==> config.mk <==
export PLATFORM = sky130hd
export DESIGN_NAME = knn_local_buf_ctrl
export DESIGN_NICKNAME = d
export VERILOG_FILES = /design/src/rtl/knn_buf_pkg.sv /design/src/rtl/knn_buf_skid_fifo.sv /design/src/rtl/knn_local_buf_ctrl.sv
export SDC_FILE = /design/constraint.sdc
export NUM_CORES = 2
export LEC_CHECK = 0
export CAP_MARGIN = 40
export CORE_AREA = 8 8 410 412
export CTS_BUF_LIST = sky130_fd_sc_hd__clkbuf_4 sky130_fd_sc_hd__clkbuf_8
export DETAILED_ROUTE_END_ITERATION = 10
export DIE_AREA = 0 0 418 420
export GPL_TIMING_DRIVEN = 0
export PLACE_DENSITY = 0.62
export SLEW_MARGIN = 20
export SYNTH_ARGS = -nofsm -noshare
export SYNTH_HDL_FRONTEND = slang
export SYNTH_SLANG_ARGS = --single-unit
==> constraint.sdc <==
create_clock -name clk -period 9 [get_ports clk]
set_input_delay 1.8 -clock clk [delete_from_list [all_inputs] [get_ports clk]]
set_output_delay 1.8 -clock clk [all_outputs]
set_load 0.02 [all_outputs]
==> src/rtl/knn_buf_pkg.sv <==
// Shared types and defaults for the KNN local-buffer controller.
package knn_buf_pkg;

    typedef enum logic [1:0] {
        IDLE = 2'd0,
        LOAD = 2'd1,
        SCAN = 2'd2,
        DONE = 2'd3
    } knn_buf_state_e;

    localparam int KNN_DATA_WIDTH   = 256;
    localparam int KNN_ADDR_WIDTH   = 11;
    localparam int KNN_READ_LATENCY = 2;
    localparam int KNN_FIFO_DEPTH   = 4;
    localparam int KNN_PASS_WIDTH   = 8;

    // The skid FIFO has to hold every read that can be in flight plus one.
    function automatic bit fifo_depth_ok(input int depth, input int latency);
        return depth >= latency + 1;
    endfunction

endpackage

==> src/rtl/knn_buf_skid_fifo.sv <==
// Small output skid FIFO: holds {last, data} entries returned by the buffer.
module knn_buf_skid_fifo #(
    parameter int WIDTH = 257,
    parameter int DEPTH = 4,
    parameter int CW    = $clog2(DEPTH + 1)
) (
    input  logic             clk,
    input  logic             reset_n,
    input  logic             i_push,
    input  logic [WIDTH-1:0] i_data,
    input  logic             i_pop,
    output logic [WIDTH-1:0] o_data,
    output logic             o_empty,
    output logic [CW-1:0]    o_count
);
    localparam int PW = (DEPTH > 1) ? $clog2(DEPTH) : 1;

    logic [WIDTH-1:0] r_mem [DEPTH];
    logic [PW-1:0]    r_wptr;
    logic [PW-1:0]    r_rptr;
    logic [CW-1:0]    r_count;

    // Storage, pointers and occupancy; pushes and pops may share a cycle.
    always_ff @(posedge clk or negedge reset_n) begin
        if (!reset_n) begin
            for (int i = 0; i < DEPTH; i++) r_mem[i] <= '0;
            r_wptr  <= '0;
            r_rptr  <= '0;
            r_count <= '0;
        end else begin
            if (i_push) begin
                r_mem[r_wptr] <= i_data;
                r_wptr        <= (r_wptr == PW'(DEPTH - 1)) ? '0 : r_wptr + 1'b1;
            end
            if (i_pop)
                r_rptr <= (r_rptr == PW'(DEPTH - 1)) ? '0 : r_rptr + 1'b1;
            case ({i_push, i_pop})
                2'b10:   r_count <= r_count + 1'b1;
                2'b01:   r_count <= r_count - 1'b1;
                default: r_count <= r_count;
            endcase
        end
    end

    assign o_data  = r_mem[r_rptr];
    assign o_empty = (r_count == '0);
    assign o_count = r_count;

endmodule

==> src/rtl/knn_local_buf_ctrl.sv <==
// Fill/replay controller for the per-PE URAM local buffer.
// Optional stall counter output enabled by defining KNN_BUF_PERF_EN.
module knn_local_buf_ctrl
    import knn_buf_pkg::*;
#(
    parameter int DATA_WIDTH   = KNN_DATA_WIDTH,
    parameter int ADDR_WIDTH   = KNN_ADDR_WIDTH,
    parameter int READ_LATENCY = KNN_READ_LATENCY,
    parameter int FIFO_DEPTH   = KNN_FIFO_DEPTH,
    parameter int PASS_WIDTH   = KNN_PASS_WIDTH
) (
    input  logic                  clk,
    input  logic                  reset_n,
    input  logic                  start,
    input  logic [ADDR_WIDTH:0]   num_words,
    input  logic [PASS_WIDTH-1:0] num_passes,
    output logic                  busy,
    output logic                  done,
    input  logic [DATA_WIDTH-1:0] s_tdata,
    input  logic                  s_tvalid,
    output logic                  s_tready,
    output logic [DATA_WIDTH-1:0] m_tdata,
    output logic                  m_tvalid,
    input  logic                  m_tready,
    output logic                  m_tlast,
    output logic [ADDR_WIDTH-1:0] mem_address0,
    output logic                  mem_ce0,
    output logic                  mem_we0,
    output logic [DATA_WIDTH-1:0] mem_d0,
    input  logic [DATA_WIDTH-1:0] mem_q0
`ifdef KNN_BUF_PERF_EN
    ,
    output logic [31:0]           perf_stall_cycles
`endif
);
    localparam int FCW = $clog2(FIFO_DEPTH + 1);
    localparam int CRW = $clog2(FIFO_DEPTH + READ_LATENCY + 1) + 1;

    generate
        if (!fifo_depth_ok(FIFO_DEPTH, READ_LATENCY)) begin : g_bad_depth
            $error("FIFO_DEPTH must be at least READ_LATENCY+1");
        end
    endgenerate

    knn_buf_state_e          r_state, w_state_nxt;
    logic [ADDR_WIDTH:0]     r_num_words;
    logic [PASS_WIDTH-1:0]   r_num_passes, r_pass_cnt;
    logic [ADDR_WIDTH-1:0]   r_wr_cnt, r_rd_addr;
    logic                    r_issue_done;
    logic [READ_LATENCY-1:0] r_vld_pipe, r_last_pipe;

    logic                    w_start_acc, w_wr_beat, w_wr_last, w_rd_last, w_rd_issue;
    logic [CRW-1:0]          w_inflight;
    logic [FCW-1:0]          w_fifo_count;
    logic                    w_fifo_empty, w_pop;
    logic [DATA_WIDTH:0]     w_fifo_data;

    assign w_start_acc = (r_state == IDLE) && start;
    assign w_wr_beat   = (r_state == LOAD) && s_tvalid;
    assign w_wr_last   = ({1'b0, r_wr_cnt} == r_num_words - (ADDR_WIDTH+1)'(1));
    assign w_rd_last   = ({1'b0, r_rd_addr} == r_num_words - (ADDR_WIDTH+1)'(1));

    // Reads already issued but not yet returned from the buffer.
    always_comb begin
        w_inflight = '0;
        for (int i = 0; i < READ_LATENCY; i++)
            w_inflight = w_inflight + CRW'(r_vld_pipe[i]);
    end

    // Credit: only issue if every outstanding read is guaranteed a FIFO slot.
    assign w_rd_issue = (r_state == SCAN) && !r_issue_done &&
                        ((w_inflight + CRW'(w_fifo_count)) < CRW'(FIFO_DEPTH));

    // State register.
    always_ff @(posedge clk or negedge reset_n) begin
        if (!reset_n) r_state <= IDLE;
        else          r_state <= w_state_nxt;
    end

    // Next state and buffer port drive.
    always_comb begin
        w_state_nxt  = r_state;
        mem_ce0      = 1'b0;
        mem_we0      = 1'b0;
        mem_address0 = '0;
        mem_d0       = '0;
        case (r_state)
            IDLE: if (start) w_state_nxt = (num_words == '0) ? DONE : LOAD;
            LOAD: begin
                if (w_wr_beat) begin
                    mem_ce0      = 1'b1;
                    mem_we0      = 1'b1;
                    mem_address0 = r_wr_cnt;
                    mem_d0       = s_tdata;
                    if (w_wr_last) w_state_nxt = (r_num_passes == '0) ? DONE : SCAN;
                end
            end
            SCAN: begin
                if (w_rd_issue) begin
                    mem_ce0      = 1'b1;
                    mem_address0 = r_rd_addr;
                end
                if (r_issue_done && (r_vld_pipe == '0) && w_fifo_empty)
                    w_state_nxt = DONE;
            end
            DONE:    w_state_nxt = IDLE;
            default: w_state_nxt = IDLE;
        endcase
    end

    // Job parameters, write/read counters and the read-tag pipeline.
    always_ff @(posedge clk or negedge reset_n) begin
        if (!reset_n) begin
            r_num_words  <= '0;
            r_num_passes <= '0;
            r_pass_cnt   <= '0;
            r_wr_cnt     <= '0;
            r_rd_addr    <= '0;
            r_issue_done <= 1'b0;
            r_vld_pipe   <= '0;
            r_last_pipe  <= '0;
        end else begin
            if (w_start_acc) begin
                r_num_words  <= num_words;
                r_num_passes <= num_passes;
                r_pass_cnt   <= '0;
                r_wr_cnt     <= '0;
                r_rd_addr    <= '0;
                r_issue_done <= 1'b0;
            end
            if (w_wr_beat) r_wr_cnt <= r_wr_cnt + 1'b1;
            if (w_rd_issue) begin
                if (w_rd_last) begin
                    r_rd_addr  <= '0;
                    r_pass_cnt <= r_pass_cnt + 1'b1;
                    if (r_pass_cnt == r_num_passes - PASS_WIDTH'(1)) r_issue_done <= 1'b1;
                end else begin
                    r_rd_addr <= r_rd_addr + 1'b1;
                end
            end
            for (int i = READ_LATENCY - 1; i > 0; i--) begin
                r_vld_pipe[i]  <= r_vld_pipe[i-1];
                r_last_pipe[i] <= r_last_pipe[i-1];
            end
            r_vld_pipe[0]  <= w_rd_issue;
            r_last_pipe[0] <= w_rd_issue && w_rd_last;
        end
    end

    knn_buf_skid_fifo #(
        .WIDTH (DATA_WIDTH + 1),
        .DEPTH (FIFO_DEPTH),
        .CW    (FCW)
    ) u_fifo (
        .clk     (clk),
        .reset_n (reset_n),
        .i_push  (r_vld_pipe[READ_LATENCY-1]),
        .i_data  ({r_last_pipe[READ_LATENCY-1], mem_q0}),
        .i_pop   (w_pop),
        .o_data  (w_fifo_data),
        .o_empty (w_fifo_empty),
        .o_count (w_fifo_count)
    );

    assign m_tvalid = !w_fifo_empty;
    assign m_tdata  = m_tvalid ? w_fifo_data[DATA_WIDTH-1:0] : '0;
    assign m_tlast  = m_tvalid && w_fifo_data[DATA_WIDTH];
    assign w_pop    = m_tvalid && m_tready;
    assign busy     = (r_state != IDLE);
    assign done     = (r_state == DONE);
    assign s_tready = (r_state == LOAD);

`ifdef KNN_BUF_PERF_EN
    logic [31:0] r_perf_stall;

    // Backpressure stall counter, saturating, restarted by each job.
    always_ff @(posedge clk or negedge reset_n) begin
        if (!reset_n)
            r_perf_stall <= '0;
        else if (w_start_acc)
            r_perf_stall <= '0;
        else if ((r_state == SCAN) && m_tvalid && !m_tready && (r_perf_stall != '1))
            r_perf_stall <= r_perf_stall + 1'b1;
    end

    assign perf_stall_cycles = r_perf_stall;
`endif

endmodule

# Word-level counts from Yosys, hierarchy flattened
# Index checks and enable logic that the tools add are counted.
# classes
n_addsub,11
multipliers,0
n_div,0
magnitude_cmp,4
eq_ne,14
n_shift,0
n_mux,37
n_bitwise,2
n_reduce_logical,22
# ops
cell,count
$bwmux 1028,1
$mux 257,3
$mux 256,3
$bmux 257 s2,1
$demux 257 s2,1
$mux 11,6
$eq 11x12->1,2
$mux 8,3
$add 11x1->11 const B,2
$pmux 11 s2,1
$mux 2,7
$logic_not 12->1,1
$sub 12x1->12 const B,1
$eq 2x2->1 const B,5
$logic_and 1x1->1,10
$add 8x1->8 const B,1
$eq 8x8->1,1
$logic_not 8->1,1
$mux 1,8
$pmux 2 s4,1
$reduce_bool 2->1,4
$sub 8x1->8 const B,1
$ge 3x3->1 const B,2
$ne 2x1->1 const B,3
16 further kinds,21
# totals
ff_bits,1092
latchBits,0
mem_bits_rw,0
mem_bits_ro,0
memories,0

# Longest topological paths before layout
# logic_depth
ltp_word,6
mapped_depth,11
depth_no_buf,9

# Modules after synthesis
# From an unflattened synthesis, not the netlist that was laid out.
# unflattened
hier_cells,3547
area_unflattened_um2,52270.1
# by_module_without_submodules
mod,instances,cells_per_inst,area_per_inst_um2
knn_buf_skid_fifo,1,2521,44788.0
knn_local_buf_ctrl,1,1026,7482.2

# Least setup slack after synthesis
# OpenSTA, ideal clock, no wires.
# synth_timing
path_type,input to output
startpoint,input s_tvalid
endpoint,output mem_address0[0]
arrival_time_ns,2.950
slack_ns,4.250
stages,5
n_path_buf,1
path_cell_list,nand2_1 clkinv_1 buf_1 a22oi_1 nor2b_1
# synth_via
elab_chain_len,3
# synth_rtl
item,line,rtl
from (decl),knn_local_buf_ctrl.sv:20,"input logic s_tvalid,"
$logic_and 1x1->1,knn_local_buf_ctrl.sv:59,assign w_wr_beat = (r_state == LOAD) && s_tvalid;
$mux 11,knn_local_buf_ctrl.sv:90,if (w_wr_beat) begin
$pmux 11 s2,knn_local_buf_ctrl.sv:87,case (r_state)
to (decl),knn_local_buf_ctrl.sv:26,"output logic [ADDR_WIDTH-1:0] mem_address0,"
# Every way passes these cells.

# Worst setup path after layout
# layout_timing
startpoint,input s_tvalid
endpoint,output mem_d0[240]
# layout_via
elab_chain_len,3
# layout_rtl
item,line,rtl
$logic_and 1x1->1,knn_local_buf_ctrl.sv:59,
$mux 256,knn_local_buf_ctrl.sv:90,
$mux 256,knn_local_buf_ctrl.sv:87,
to (decl),knn_local_buf_ctrl.sv:29,"output logic [DATA_WIDTH-1:0] mem_d0,"
# Every way passes these cells.

==> out/metrics.cfg <==
[timing]
maxSlewHeadroom = 0.399
finalCriticalPeriod_ns = 6.58
setup_viol = 0
grt_setup_unrepaired = false
tightest_slew_ns = 0.899
layout_setup_ws_ns = 2.42
skew_ns = 0.0430
finalHoldViolCount = 0
slew_violations = 0
tns_ns = 0
fin_crit_sh = 0.731
clock.fmax_mhz = 152

[floorplanning]
row_count = 148
coreArea_mm2 = 0.162
die_area_mm2 = 0.176
start_util = 0.319
ioPinCount = 1067
die_h_um = 420
dieWidth_um = 418

[final_layout]
fin_area_mm2 = 0.0702
drive_above_1_share = 0.342
syn_to_final_growth_pct = 36.1
final_nets = 5404
finish.utilization = 0.434
nFillCells = 15100
instances_no_fill = 7373

[cts]
cts_hold_buf = 0
clk_path_buf_depth = 3
insertion_delay_ns = 0.91
cts_max_level = 4
cts_resized = 0
clock-sinks = 1092
post-cts-setup-buffers = 0
clkTransAtPathRegs_ns = 0.06
cts_tree = built
cts_root_buffer = clkbuf_8
numCtsBuffers = 187

[placement]
io_buffers = 1066
place_congestion = 1.03
placed_cells = 6832
pre_cts_ws_ns = 2.34
dp_hpwl_mm = 212
postPlaceCellArea_mm2 = 0.0657

[global_route]
grt_first_pass_wirelength_mm = 340
grt_antenna_before_repair = 177
grt_max_degree = 140
track_usage = 0.284
gr-total-overflow = 0
grt_pass1_vias = 38600

[critical_path]
crit_fanout = 10
critPathKind = input pin to output pin
crit_arrival_ns = 4.78
reg2reg_from = r_num_words[0]$_DFFE_PN0P_
endpoint_kind = output pin
cp.required_ns = 7.20
r2r-end = r_rd_addr[4]$_DFFE_PN0P_
r2r_setup_slack_ns = 5.68
r2r_cells = 11
cp-start-kind = input pin

[power_and_ir_drop]
power_leakage_nw = 28.7
ir_drop_v = 0.000192
power_density_mw_per_mm2 = 401

[run]
drv_cap = 0

[routing]
drt-vias-per-instance = 5.00
ant_nets = 0
drt-wirelength-per-cell_um = 34.7
drc = 0
drt_iter0_drc = 2260
vias = 36900
drt-total-wl_mm = 256
firstDrtPassIters = 5

[yosys]
synthFlopType = dfrtp_1
synth_top_area_share = 0.530
yosysSeqAreaShare = 0.530
synth_common_cells = 1092 x dfrtp_1, 1051 x mux2_2, 265 x and3_1
syn_nets = 4097
yosysTopAreaCell = dfrtp_1
yosysUniqueCellTypes = 60
syn_inst = 3541
ys_ff_latch = 1092
avgSynthCellArea_um2 = 14.6
async_reset_ff_frac = 1.00
synthTopCellsByArea = dfrtp_1 53%, mux2_2 23%, mux4_2 11%
ys_warn_count = 0
synth_edf_count = 0
yosysMostFrequentCell = dfrtp_1
syn_area_mm2 = 0.0515

[min_path]
hold_end = r_last_pipe[1]$_DFF_PN0_
hold_path.class = register to register
hp-start = r_last_pipe[0]$_DFF_PN0_
hold_depth = 0

[run_status]
outcome = finished, final reports clean

==> where the power goes <==
| part | switching (mW) | leakage [nW] | internal, mW |
|---|---|---|---|
| combinational | 7.48 | 13.8 | 7.42 |
| sequential | 1.18 | 12.8 | 7.37 |
| clock | 2.09 | 2.07 | 2.61 |
| total | 10.8 | 28.7 | 17.4 |
==> metrics by stage <==
| step | total power, mW | hold slack, ns |
|---|---|---|
| final | 28.2 | 0.397 |
| after global routing | 29.5 | 0.410 |
| after CTS | 28.5 | 0.391 |
| after detailed placement | 23.7 | 0.379 |
| after global placement | 23.4 | 0.376 |
| after floorplan | 16.6 | 0.331 |
==> how the worst max path moves through the flow <==
stage                     startpoint                             to  depth (start not counted)
after global routing        s_tvalid                    mem_d0[243]                          6
after global placement       reset_n  u_fifo.r_mem[188]$_DFFE_PN0P_                          1
after detailed placement    s_tvalid                    mem_d0[240]                          6
after CTS                   s_tvalid                    mem_d0[240]                          6
final                       s_tvalid                    mem_d0[240]                          6
after floorplan             s_tvalid                mem_address0[0]                          5
==> sequential cells by signal, indices dropped and copies added, names as in the netlist <==
register	cells
r_issue_done	1
r_num_words	12
r_wr_cnt	11
r_state	2
u_fifo.r_rptr	2
u_fifo.o_count	3
r_pass_cnt	8
r_vld_pipe	2
r_num_passes	8
r_last_pipe	2
u_fifo.r_wptr	2
r_rd_addr	11
u_fifo.r_mem	1028
==> cells by family (layout without fill, tap and decap cells) <==
| kind of cell | after synthesis | after routing | share of synthesized area |
|---|---|---|---|
| xor gates and xnor gates | 42 | 42 | 0.00714 |
| buffers and inverters | 306 | 1738 | 0.0228 |
| muxes | 1317 | 1317 | 0.344 |
| DFF | 1092 | 1092 | 0.530 |
| and+or+nand+nor | 678 | 678 | 0.0802 |
| AOI/OAI and AO/OA | 87 | 87 | 0.0113 |
| other | 0 | 225 | 0 |
| adders and majority gates | 19 | 19 | 0.00476 |
==> layout by cell type, fill, tap and decap left out, drive strengths merged, types with 3 or more instances in the layout <==
| master | instances |
|---|---|
| nand4 | 8 |
| a31oi | 6 |
| nor4 | 10 |
| bufinv | 4 |
| clkdlybuf4s50 | 1065 |
| clkbuf | 513 |
| mux2i | 9 |
| nand2b | 7 |
| ha | 18 |
| a22oi | 11 |
| xnor2 | 26 |
| clkinvlp | 3 |
| diode | 225 |
| mux4 | 257 |
| nor3 | 10 |
| nand2 | 40 |
| o211ai | 6 |
| a21oi | 12 |
| a31o | 5 |
| or4 | 4 |
| or2 | 3 |
| mux2 | 1051 |
| o31ai | 4 |
| xor2 | 16 |
| o21ai | 23 |
| and2 | 259 |
| dfrtp | 1092 |
| inv | 32 |
| nor2 | 13 |
| nor4b | 5 |
| or3 | 6 |
| nor2b | 14 |
| buf | 104 |
| clkinv | 17 |
| and3 | 265 |
| nand3 | 28 |
==> layout make-up <==
cell class,count,area [µm²],share of cell area
Tap cell,2175,2720,0.0388
Antenna cell,225,563,0.00803
Buffer,282,1090,0.0156
Clock inverter,32,384,0.00548
Timing Repair Buffer,1118,11400,0.163
Sequential cell,1092,27300,0.389
Clock buffer,282,3510,0.0501
Multi-Input combinational cell,2143,23000,0.328
Inverter,24,90.1,0.00128
==> layer usage <==
metal  track usage  up-vias  part of all wire
li1              -    15900                 -
met1         0.314    19400              0.37
met2         0.497     1165              0.52
met3        0.0751      439             0.058
met4         0.155       34             0.053
met5             0        -           0.00086
==> critical path: stages <==
cell and delay, ns:
clkdlybuf4s50_1 0.51, buf_8 0.19, clkbuf_1 0.55, clkbuf_1 0.32
and3_1 0.37, clkdlybuf4s50_1 0.98
No activity file was read; power rests on OpenSTA's default activity.
